**src/rtl/pipeline_hazard_controller.sv**
```systemverilog
// pipeline_hazard_controller: stall/flush sequencer for the 5-stage RV32IM pipeline.
// Define HAZARD_PERF_CNT_EN to add the STALL_CYCLES/FLUSH_EVENTS/MULDIV_CYCLES counters.
module pipeline_hazard_controller #(
    parameter int MULDIV_TIMEOUT = 64,
    parameter int PERF_CNT_WIDTH = 32
) (
    input  logic       CLK,
    input  logic       RESET,
    input  logic [4:0] ID_RS1_ADDR,
    input  logic [4:0] ID_RS2_ADDR,
    input  logic       ID_USES_RS1,
    input  logic       ID_USES_RS2,
    input  logic [4:0] EX_RD_ADDR,
    input  logic       EX_MEM_READ,
    input  logic       EX_MULDIV,
    input  logic       MULDIV_DONE,
    input  logic       BRANCH_TAKEN,
    input  logic       IMEM_BUSY,
    input  logic       DMEM_BUSY,
    output logic       PC_HOLD,
    output logic       IF_ID_HOLD,
    output logic       IF_ID_FLUSH,
    output logic       ID_EX_HOLD,
    output logic       ID_EX_BUBBLE,
    output logic       EX_MEM_HOLD,
    output logic       EX_MEM_BUBBLE,
    output logic       MEM_WB_BUBBLE,
    output logic       MULDIV_START,
    output logic       MULDIV_ERR
`ifdef HAZARD_PERF_CNT_EN
    ,
    output logic [PERF_CNT_WIDTH-1:0] STALL_CYCLES,
    output logic [PERF_CNT_WIDTH-1:0] FLUSH_EVENTS,
    output logic [PERF_CNT_WIDTH-1:0] MULDIV_CYCLES
`endif
);
    typedef enum logic [1:0] {RUN, MULDIV_WAIT, MEM_WAIT} state_t;

    state_t      state_q, state_d;
    logic        redirect_q, redirect_d;
    logic [9:0]  wait_cnt_q, wait_cnt_d;
    logic        err_q, err_d;
    logic        load_use;
    logic [9:0]  wait_inc;

    assign load_use = EX_MEM_READ && (EX_RD_ADDR != 5'd0) &&
                      ((ID_USES_RS1 && ID_RS1_ADDR == EX_RD_ADDR) ||
                       (ID_USES_RS2 && ID_RS2_ADDR == EX_RD_ADDR));
    assign wait_inc = (&wait_cnt_q) ? wait_cnt_q : wait_cnt_q + 10'd1;
    assign MULDIV_ERR = err_q && !RESET;

    always_comb begin
        PC_HOLD       = 1'b0;
        IF_ID_HOLD    = 1'b0;
        IF_ID_FLUSH   = 1'b0;
        ID_EX_HOLD    = 1'b0;
        ID_EX_BUBBLE  = 1'b0;
        EX_MEM_HOLD   = 1'b0;
        EX_MEM_BUBBLE = 1'b0;
        MEM_WB_BUBBLE = 1'b0;
        MULDIV_START  = 1'b0;
        state_d       = state_q;
        redirect_d    = redirect_q;
        wait_cnt_d    = wait_cnt_q;
        err_d         = err_q || (state_q == MULDIV_WAIT && wait_cnt_q == 10'(MULDIV_TIMEOUT));
        if (RESET) begin
            IF_ID_FLUSH   = 1'b1;
            ID_EX_BUBBLE  = 1'b1;
            EX_MEM_BUBBLE = 1'b1;
            MEM_WB_BUBBLE = 1'b1;
            state_d       = RUN;
            redirect_d    = 1'b0;
            wait_cnt_d    = 10'd0;
            err_d         = 1'b0;
        end else if (DMEM_BUSY) begin
            PC_HOLD       = 1'b1;
            IF_ID_HOLD    = 1'b1;
            ID_EX_HOLD    = 1'b1;
            EX_MEM_HOLD   = 1'b1;
            MEM_WB_BUBBLE = 1'b1;
            if (state_q == MULDIV_WAIT) wait_cnt_d = wait_inc;
            else state_d = MEM_WAIT;
        end else if (state_q == MULDIV_WAIT && !MULDIV_DONE) begin
            PC_HOLD       = 1'b1;
            IF_ID_HOLD    = 1'b1;
            ID_EX_HOLD    = 1'b1;
            EX_MEM_BUBBLE = 1'b1;
            wait_cnt_d    = wait_inc;
        end else if (state_q != MULDIV_WAIT && EX_MULDIV) begin
            MULDIV_START  = 1'b1;
            PC_HOLD       = 1'b1;
            IF_ID_HOLD    = 1'b1;
            ID_EX_HOLD    = 1'b1;
            EX_MEM_BUBBLE = 1'b1;
            state_d       = MULDIV_WAIT;
            wait_cnt_d    = 10'd1;
        end else begin
            // RUN, a MEM_WAIT exit, or a muldiv release cycle: the front end resolves normally
            state_d    = RUN;
            wait_cnt_d = 10'd0;
            if (BRANCH_TAKEN) begin
                IF_ID_FLUSH  = 1'b1;
                ID_EX_BUBBLE = 1'b1;
                redirect_d   = IMEM_BUSY;
            end else begin
                PC_HOLD      = load_use || IMEM_BUSY;
                IF_ID_HOLD   = load_use;
                ID_EX_BUBBLE = load_use;
                IF_ID_FLUSH  = !load_use && (IMEM_BUSY || redirect_q);
                redirect_d   = redirect_q && (IMEM_BUSY || load_use);
            end
        end
    end

    always_ff @(posedge CLK) begin
        state_q    <= state_d;
        redirect_q <= redirect_d;
        wait_cnt_q <= wait_cnt_d;
        err_q      <= err_d;
    end

`ifdef HAZARD_PERF_CNT_EN
    always_ff @(posedge CLK) begin
        if (RESET) begin
            STALL_CYCLES  <= '0;
            FLUSH_EVENTS  <= '0;
            MULDIV_CYCLES <= '0;
        end else begin
            STALL_CYCLES  <= STALL_CYCLES + PERF_CNT_WIDTH'(PC_HOLD);
            FLUSH_EVENTS  <= FLUSH_EVENTS + PERF_CNT_WIDTH'(IF_ID_FLUSH && ID_EX_BUBBLE);
            MULDIV_CYCLES <= MULDIV_CYCLES + PERF_CNT_WIDTH'(state_q == MULDIV_WAIT);
        end
    end
`else
`endif
endmodule

```
**config.mk**
```make
export PLATFORM = sky130hd
export DESIGN_NAME = pipeline_hazard_controller
export DESIGN_NICKNAME = d
export VERILOG_FILES = /design/src/rtl/pipeline_hazard_controller.sv
export SDC_FILE = /design/constraint.sdc
export NUM_CORES = 1
export LEC_CHECK = 0
export BUFFER_PORTS_ARGS = -buffer_cell sky130_fd_sc_hd__buf_2
export CORE_MARGIN = 3
export CORE_UTILIZATION = 50
export CTS_BUF_LIST = sky130_fd_sc_hd__clkbuf_8
export DETAILED_ROUTE_END_ITERATION = 6
export PLACE_DENSITY = 0.81
export SYNTH_ARGS = -nofsm -noshare
export SYNTH_HDL_FRONTEND = slang
export SYNTH_SLANG_ARGS = --single-unit
```
**constraint.sdc**
```tcl
create_clock -name CLK -period 3.8 [get_ports CLK]
set_input_delay 0.76 -clock CLK [delete_from_list [all_inputs] [get_ports CLK]]
set_output_delay 0.76 -clock CLK [all_outputs]
set_load 0.005 [all_outputs]
```
# After elaboration in Yosys (flattened, before gate mapping)

Index checks and enable logic that the tools add are counted.

Flip-flop bits (word level): 14
Bits of input ports: 25
Output and inout port bits: 10
Logic and storage cells: 79

$add $sub $neg: 1
Equality and inequality tests: 8
Multiplexer cells: 42
Bitwise gates (word level): 3
Reduce and logical (&&, ||, !) cells: 21

Operators with widths:

| operator              | number |
|---|---|
| $mux 10               | 4 |
| $mux 1                | 35 |
| $add 10x1->10 const B | 1 |
| $eq 10x7->1 const B   | 1 |
| $eq 5x5->1            | 2 |
| $logic_and 1x1->1     | 10 |
| $reduce_and 10->1     | 1 |
| $mux 2                | 3 |
| $reduce_bool 5->1     | 1 |
| $logic_or 1x1->1      | 4 |
| $ne 2x1->1 const B    | 2 |
| $ne 2x2->1 const B    | 2 |
| $logic_not 1->1       | 3 |
| $not 1->1             | 3 |
| $reduce_and 3->1      | 1 |
| $eq 2x1->1 const B    | 1 |
| $reduce_and 2->1      | 1 |

# Depth between registers and ports, before layout

Depth in word-level cells: 11
Gate-level depth with buffers: 6
Gate-level depth less buffers: 6

# Worst setup path after synthesis

No wires, ideal clock.

Kind: input to output
Start point: input EX_RD_ADDR[1]
End point: output PC_HOLD
Arrival: 1,848 ps
Data required time: 3,040 ps
Path slack: 1,192 ps
Cell stages on the path: 5
Path buffers: 0
Cell sequence: or4_1 > o21ai_1 > or3_2 > nor2_2 > a211o_1

Longest elaborated chain between the ends: 10

RTL lines:

| element                              | RTL line | source |
|---|---|---|
| start, declared                      | 13       | `input logic [4:0] EX_RD_ADDR,` |
| $eq 5x5->1 (on tied branches)        | 47, 48   |  |
| $logic_and 1x1->1 (on tied branches) | 47, 48   |  |
| $logic_or 1x1->1                     | 47       | `((ID_USES_RS1 && ID_RS1_ADDR == EX_RD_ADDR) \|\|` |
| $logic_and 1x1->1 *                  | 46       | `assign load_use = EX_MEM_READ && (EX_RD_ADDR != 5'd0) &&` |
| $logic_or 1x1->1 *                   | 106      | `PC_HOLD = load_use \|\| IMEM_BUSY;` |
| $mux 1 *                             | 101      | `if (BRANCH_TAKEN) begin` |
| $mux 1 *                             | 89       | `end else if (state_q != MULDIV_WAIT && EX_MULDIV) begin` |
| $mux 1 *                             | 83       | `end else if (state_q == MULDIV_WAIT && !MULDIV_DONE) begin` |
| $mux 1 *                             | 75       | `end else if (DMEM_BUSY) begin` |
| $mux 1 *                             | 66       | `if (RESET) begin` |
| end, declared                        | 20       | `output logic PC_HOLD,` |

Every way passes the cells marked *; elsewhere a longest branch is shown, timed or not.

# Final worst setup path

Ends and elaborated chain as after synthesis.

==> load_flow_metrics.sql <==
INSERT INTO impl_metrics (metric_group, metric, value, unit) VALUES
('run_status', 'outcome', 'complete, no violations', ''),
('layout', 'fin_nets', '188', ''),
('route', 'total_wire_length', '2430', 'um'),
('route', 'detail_route.drc_violations', '0', ''),
('synthesis', 'synthDominantCellAreaShare', '29.3', '%'),
('timing', 'final_min_period_over_clock_period', '77.0', '%'),
('synthesis', 'synth_adder_area_share', '2.62', '%'),
('clock_tree', 'cts-root-buf', 'clkbuf_8', ''),
('layout', 'final-seq-area', '280', 'um^2'),
('min_path', 'hold_path.class', 'reg -> reg', ''),
('synthesis', 'synth.lib_cells_used.distinct', '42', ''),
('layout', 'layout.filler_cells', '165', ''),
('pwr', 'flop_pwr_share', '42.6', '%'),
('synthesis', 'post_synth_and_or_nand_nor_area_fraction', '30.4', '%'),
('clock_tree', 'holdBufCountCts', '0', ''),
('pwr', 'ir_worst_vdd', '0.260', 'mV'),
('synthesis', 'synthesized_flop_and_latch_total', '14', ''),
('route', 'drt-vias-per-instance', '5.58', ''),
('grt', 'groute.usage.overall', '21.7', '%'),
('critical_path', 'rr_startpoint', 'state_q[1]', ''),
('critical_path', 'worst_ep_arrival_time', '2.17', 'ns'),
('critical_path', 'crit-reg2reg-capture', 'wait_cnt_q[0]', ''),
('synthesis', 'synth_top_family_by_area', 'simple AND/OR/NAND/NOR gates', ''),
('synthesis', 'synthArstFlopShare', '0', '%'),
('place', 'place.port_buffers', '34', ''),
('timing', 'holdWs', '0.462', 'ns'),
('route', 'post_drt_wl_per_cell', '13.1', 'um'),
('timing', 'max_slew_violations', '0', ''),
('timing', 'fin_setup_tns', '0', 'ns'),
('synthesis', 'post_synth_instance_area', '956', 'um^2'),
('critical_path', 'worstSetupStartpoint', 'EX_RD_ADDR[1]', ''),
('critical_path', 'crit_path_top_delay_cell', 'or4_1', ''),
('pwr', 'sw_frac_of_total', '24.0', '%'),
('pwr', 'powerDensity', '301', 'mW/mm^2'),
('floorplanning', 'placementRows', '15', ''),
('timing', 'worst_pin_slew', '0.804', 'ns'),
('floorplanning', 'initial_utilization', '54.2', '%'),
('timing', 'report.final.hold_viol_count', '0', ''),
('synthesis', 'post_synth_inst_count', '126', ''),
('clock_tree', 'ctsHtreeMaxLevel', '1', ''),
('synthesis', 'yosys-mux-area-fraction', '0', '%'),
('critical_path', 'critical_path_class', 'in -> out', ''),
('route', 'antenna_violating_nets_post_route', '0', ''),
('critical_path', 'crit_path_start_kind', 'input port', ''),
('clock_tree', 'cts.sink_count', '14', ''),
('pwr', 'clock_power_share', '39.7', '%'),
('timing', 'fmaxAchievable', '342', 'MHz'),
('place', 'cell_area_placed', '0.00113', 'mm^2'),
('floorplanning', 'die_w', '49.7', 'um'),
('timing', 'rsz_0062_raised_after_global_routing', 'no', ''),
('place', 'place_inst', '181', ''),
('clock_tree', 'cts_tree', 'yes', ''),
('place', 'placement.setup.worst_slack', '0.874', 'ns'),
('critical_path', 'sort_of_element_at_the_end_of_the_critical_path', 'output port', ''),
('grt', 'number_of_global_route_vias_before_repair', '982', ''),
('pwr', 'finalPower', '0.357', 'mW'),
('flow_run', 'max_cap_violations', '0', ''),
('timing', 'setup_viol_count_final', '0', ''),
('critical_path', 'end_point_of_the_critical_path', 'PC_HOLD', ''),
('grt', 'grt_overflow_total', '0', ''),
('synthesis', 'synth_area_leaders', 'dfxtp_1 (29%), xor2_1 (7.3%), nand2_1 (5.1%), nor3_1 (4.2%), a21oi_1 (3.7%)', ''),
('timing', 'finalWorstSetupSlack', '0.874', 'ns'),
('floorplanning', 'fp.dieArea', '0.00247', 'mm^2'),
('route', 'first_pass_iters', '4', ''),
('layout', 'finalCoreUtilization', '67.3', '%'),
('synthesis', 'proportion_of_synthesized_chip_area_in_sequential_cells', '29.3', '%'),
('clock_tree', 'cts_resized', '0', ''),
('synthesis', 'dominantRegCellSynth', 'dfxtp_1', ''),
('clock_tree', 'max-clock-path-buffers', '2', ''),
('synthesis', 'synth_enable_flop_cells', '0', ''),
('grt', 'largest_net_degree_at_the_start_of_global_routing', '14', '');
==> synthesized netlist by cell type, types with 3 or more instances <==
master / count
xor2_1: 8
nor2_1: 9
nand3_1: 6
nor4_1: 4
dfxtp_1: 14
o21ai_0: 6
a31oi_1: 3
a21oi_1: 7
inv_1: 7
nand2_1: 13
nor2b_1: 4
nor3_1: 8
==> cell families (layout without fill, tap and decap cells) <==
kind of cell	after synthesis	in the layout
xor gates and xnor gates	10	10
and+or+nand+nor	56	56
adders and majority gates	2	2
AOI/OAI and AO/OA	33	33
DFF	14	14
buffers and inverters	11	45
==> worst min path at each step <==
stage / end / from / slack (ns)
2_1_floorplan: err_q / err_q / 0.43
5_1_grt: err_q / err_q / 0.53
6_report: err_q / err_q / 0.46
4_1_cts: err_q / err_q / 0.46
3_5_place_dp: err_q / err_q / 0.45
3_3_place_gp: err_q / err_q / 0.45
==> routing by layer <==
| layer | GRT usage (%) | vias to the layer above | part of all wire (%) |
|---|---|---|---|
| met5 | 0 | - | 0 |
| met4 | 4.15 | 0 | 0.16 |
| met3 | 6.04 | 2 | 5.1 |
| met2 | 36.3 | 31 | 51 |
| met1 | 27.7 | 473 | 43 |
| li1 | - | 526 | - |
==> cell type report <==
type,count,share of cell area (%)
multi-input combinational,101,52.6
sequential,14,23.6
timing repair buffer,34,14.3
clock buffer,4,4.64
tap,25,2.63
inverter,7,2.21
==> cell usage in the layout (no fill, tap or decap), types with 2 or more instances in the layout <==
cell type	instances
nor3_1	8
a211oi_1	2
a31oi_1	3
a21oi_1	7
a21o_1	2
nor4_1	4
nand2_1	13
xnor2_1	2
o311ai_0	2
or4_1	2
clkbuf_8	4
nor2_1	9
buf_2	34
ha_1	2
xor2_1	8
o21ai_0	6
nor2b_1	4
dfxtp_1	14
nand3_1	6
inv_1	7
==> worst register-to-register path, cell delays in order, from the launching register on <==
cell and delay (ns):
dfxtp_1 0.29, nand2b_1 0.30, or3_1 0.60, o31ai_2 0.35
nand2_1 0.09, o311ai_0 0.10
==> sequential cells by signal, summed over array words and instances (netlist names) <==
register / flops
state_q: 2
err_q: 1
wait_cnt_q: 10
redirect_q: 1
==> power by group through the flow <==
stage	sequential [mW]	combinational, mW	clock [mW]
after detailed placement	0.155	0.0630	0
after global placement	0.155	0.0605	0
after CTS	0.152	0.0634	0.145
after global routing	0.153	0.0720	0.152
after floorplan	0.155	0.0352	0
final	0.152	0.0634	0.142
Note: power is estimated with default switching activity, not from simulation.
